**config.mk**
```make
export PLATFORM = sky130hd
export DESIGN_NAME = digit_scan_driver
export DESIGN_NICKNAME = d
export VERILOG_FILES = /design/src/rtl/digit_scan_driver.sv
export SDC_FILE = /design/constraint.sdc
export NUM_CORES = 1
export LEC_CHECK = 0
export CORE_MARGIN = 2
export CORE_UTILIZATION = 35
export DETAILED_ROUTE_END_ITERATION = 12
export PLACE_DENSITY_LB_ADDON = 0.12
export SLEW_MARGIN = 20
export SYNTH_ARGS = -nofsm -noshare
export SYNTH_HDL_FRONTEND = slang
export SYNTH_SLANG_ARGS = --single-unit
```
**constraint.sdc**
```tcl
create_clock -name clk -period 2.1 [get_ports clk]
set_input_delay 0.42 -clock clk [delete_from_list [all_inputs] [get_ports clk]]
set_output_delay 0.42 -clock clk [all_outputs]
set_load 0.005 [all_outputs]
```
**src/rtl/digit_scan_driver.sv**
```systemverilog
// Scan controller for a 4-digit 7-segment display with frame-synchronous double-buffered data.
// Optional leading-zero suppression on digits 0..2 when LZ_SUPPRESS_EN is defined.
module digit_scan_driver #(
  parameter int DIV   = 50000,
  parameter int BLANK = 500
) (
  input  logic        clk,
  input  logic        rst,
  input  logic        load,
  input  logic [15:0] din,
  input  logic [3:0]  dp_in,
  output logic [1:0]  scan_idx,
  output logic        digit_en,
  output logic [3:0]  bcd,
  output logic        dp,
  output logic        frame_tick
);

  localparam int CW = $clog2(DIV);
  localparam logic [CW-1:0] LAST = CW'(DIV - 1);

  logic [CW-1:0] div_cnt;
  logic [19:0]   active;
  logic [19:0]   pending;
  logic          pend_v;
  logic          slot_end;
  logic          frame_end;
  logic          blank;
  logic [3:0]    dig;
  logic          dp_sel;
  logic          lz;

  assign slot_end  = (div_cnt == LAST);
  assign frame_end = slot_end && (scan_idx == 2'd3);

  generate
    if (BLANK == 0) begin : g_noblank
      assign blank = 1'b0;
    end else begin : g_blank
      localparam logic [CW-1:0] BL = CW'(BLANK);
      assign blank = (div_cnt < BL);
    end
  endgenerate

  always_ff @(posedge clk or posedge rst) begin
    if (rst) begin
      div_cnt    <= '0;
      scan_idx   <= 2'd0;
      frame_tick <= 1'b0;
      active     <= 20'h0;
      pending    <= 20'h0;
      pend_v     <= 1'b0;
    end else begin
      div_cnt    <= slot_end ? '0 : div_cnt + 1'b1;
      if (slot_end)
        scan_idx <= scan_idx + 2'd1;
      frame_tick <= frame_end;
      // A load on the boundary bypasses pending so the newest data wins.
      if (frame_end) begin
        if (load)
          active <= {din, dp_in};
        else if (pend_v)
          active <= pending;
        pend_v <= 1'b0;
      end else if (load) begin
        pending <= {din, dp_in};
        pend_v  <= 1'b1;
      end
    end
  end

  always_comb begin
    dig    = 4'h0;
    dp_sel = 1'b0;
    lz     = 1'b0;
    case (scan_idx)
      2'd0: begin dig = active[19:16]; dp_sel = active[3]; end
      2'd1: begin dig = active[15:12]; dp_sel = active[2]; end
      2'd2: begin dig = active[11:8];  dp_sel = active[1]; end
      default: begin dig = active[7:4]; dp_sel = active[0]; end
    endcase
`ifdef LZ_SUPPRESS_EN
    case (scan_idx)
      2'd0: lz = (active[19:16] == 4'h0);
      2'd1: lz = (active[19:12] == 8'h00);
      2'd2: lz = (active[19:8] == 12'h000);
      default: lz = 1'b0;
    endcase
`endif
    digit_en = ~blank;
    bcd      = (blank || lz) ? 4'hF : dig;
    dp       = blank ? 1'b0 : dp_sel;
  end

endmodule

```
==> impl_metrics.toml <==
[outcome]
status = "finished with violations"
violations = "setup timing"

[worst_setup_path]
r2r_start = "scan_idx[1]"
crit_top_cell = "nand2_1"
reg2reg_setup_slack_ps = 120
max_stage_delay_ps = 400
reg2reg_to = "pending[17]"
endpoint_kind = "primary output"
crit_fanout = 5
worstPathRequired_ps = 1680
start_kind = "flop"
crit_buf_inv = 2
crit_family = "compound AO/OA/AOI/OAI gates"
path_cells = "buf_6 > ha_4 > a222oi_1 > nand2_1 > o21ai_1 > nand2_1 > buf_2"
critPathSlowestCell = "dfrtp_1"
worstPathArrival_ps = 1770
path_class = "flop to primary output"
worstRegToRegCells = 9

[floorplanning]
die_x_um = 93.8
num_io_pins = 32
fp-row-count = 32
start_util_pct = 36.3
die_area_sq_um = 8790
coreArea_sq_um = 7770
fp.dieH_um = 93.8

[sta]
slew_headroom_pct = 64.4
fin_crit_sh_pct = 104
setup_viol = 5
rsz0062_at_grt = "yes"
tns_ps = -271
hold_viol = 0
clock.fmax_mhz = 457
worst_slack_ps = -86.7
finalWorstPathRequiredPeriod_ps = 2190
finalMaxSlewViolations = 0
finClkSkew_ps = 12.8
worst_pin_slew_ps = 533

[detailed_routing]
ant_nets = 0
num_vias = 2021
routed_wl_um = 6210
drc = 0
drtIter0Drc = 95
dr.pass1.iters = 5
avgRoutedWirePerCell_um = 15.2
drt-vias-per-instance = 4.95

[worst_hold_path]
min_path_type = "input port to async pin"

[yosys]
syn-instance-count = 245
ys_ff_latch = 60
yosys.area.top_type_share_pct = 53.2
synth_edf_count = 0
yosysMostFrequentCell = "dfrtp_1"
netlist_area_sq_um = 2820
yosysSeqAreaShare_pct = 53.2
ys_types = 29
avgSynthCellArea_sq_um = 11.5
ys.flop_type = "dfrtp_1"
synth_common_cells = "60 x dfrtp_1, 26 x o21ai_0, 21 x mux2_2, 21 x mux2i_1, 20 x o21ai_1"
synth_nets = 274
yosys_warnings = 0
synth_top_cells_by_area = "dfrtp_1 53%, mux2_2 8.4%, mux2i_1 7.5%"
synthArstFlopShare_pct = 100
synth_top_area_cell = "dfrtp_1"

[clock_tree]
path_clk_slew_ps = 60
clock-sinks = 60
numCtsBuffers = 9
htreeDepth = 3
ctsHoldBuffers = 0
cts-root-buf = "clkbuf_8"
cts_tree = "done"
clk_path_buf_depth = 2
clk_latency_ps = 330

[layout]
area_growth_pct = 27.5
diodes = 0
num-nets-final = 332
drive_gt1_share_pct = 26.8
instances_no_fill = 408

[placed_design]
place_hpwl_um = 4400
dp.cells = 390
gp_congestion = 0.756
io_buffer_count = 31
pre_cts_slack_ps = -116

[power_and_ir_drop]
power.leakage_nw = 1.63
vdd_ir_drop_max_v = 0.000310
powerDensity_nw_per_um2 = 625
total_power_w = 0.00225

[run]
maxCapViolCount = 0

[global_route]
first_global_vias = 2097
grt_overflow = 0
grt_start_max_net_pins = 45
grt_pass1_wl_um = 10600
grt_usage_pct = 15.9
antenna_found_initial = 0
-- what timing repair did --
item,CTS,global route
pin swaps,18,10
gates resized for setup,33,8
buffers inserted,3,1
endpoints found under the setup margin,6,5
-- worst max-delay path by stage --
stage / startpoint / to / cells past startpoint
after floorplan: rst / active[0] / 1
after global placement: scan_idx[0] / bcd[0] / 7
after detailed placement: scan_idx[1] / bcd[0] / 7
after CTS: scan_idx[1] / bcd[0] / 7
after global routing: scan_idx[0] / bcd[3] / 7
final: scan_idx[0] / bcd[3] / 7
-- layout make-up --
cell class / instances / area (sq um)
clock buffer: 11 / 141
clock inverter: 3 / 15.0
fill: 719 / 4170
inverter: 6 / 25.0
multi-input combinational: 168 / 1280
sequential: 60 / 1500
tap: 102 / 128
timing repair buffer: 58 / 503
-- power by group --
| group | switching (W) | total [W] | leakage, nW | internal, W |
|---|---|---|---|---|
| Sequential | 0.0000174 | 0.00121 | 0.772 | 0.00119 |
| Clock | 0.000419 | 0.000860 | 0.0848 | 0.000441 |
| Combinational | 0.0000748 | 0.000174 | 0.774 | 0.0000995 |
| Total | 0.000511 | 0.00225 | 1.63 | 0.00173 |
-- cells in the final DEF, fill, tap and decap left out, types with 5 or more instances in the layout --
cell,synthesis,routed
mux2_2,21,21
buf_4,2,25
mux2i_1,21,21
nand4_1,6,6
buf_2,0,5
xor2_1,5,5
xnor2_1,9,9
nor2_1,14,14
nand2_1,15,15
clkdlybuf4s50_1,0,25
o21ai_0,26,21
dfrtp_1,60,59
a222oi_1,5,5
o21ai_1,20,22
clkbuf_8,0,10
-- metrics by stage --
stage | area [sq um] | hold slack [ps] | utilization, %
final | 3600 | 402 | 46.3
after CTS | 3570 | 411 | 46.0
after floorplan | 2820 | 433 | -
after detailed placement | 3380 | 458 | 43.5
after global placement | 3380 | 454 | 43.5
after global routing | 3600 | 452 | 46.3
-- routing by layer --
| metal | global-route usage, % | part of all wire [%] | vias up | wire length [um] |
|---|---|---|---|---|
| li1 | - | - | 996 | - |
| met1 | 23.7 | 50 | 961 | 3110 |
| met2 | 22.2 | 43 | 54 | 2690 |
| met3 | 3.21 | 4.6 | 10 | 284 |
| met4 | 7.25 | 2.0 | 0 | 127 |
| met5 | 0 | 0 | - | 0 |
-- cells by family after synthesis --
logic type	count (synthesis)	synth area share [%]
AOI/OAI and AO/OA	52	10.2
xor gates and xnor gates	14	4.35
adders and majority gates	6	2.66
buffers and inverters	17	3.06
DFF	60	53.2
muxes	42	15.8
and+or+nand+nor	54	10.6
-- registers in the layout (all words and copies together), names as in the netlist --
signal,flops
frame_tick,1
scan_idx,2
div_cnt,16
active,20
pend_v,1
pending,20
Power figures use the tool's default switching activity.
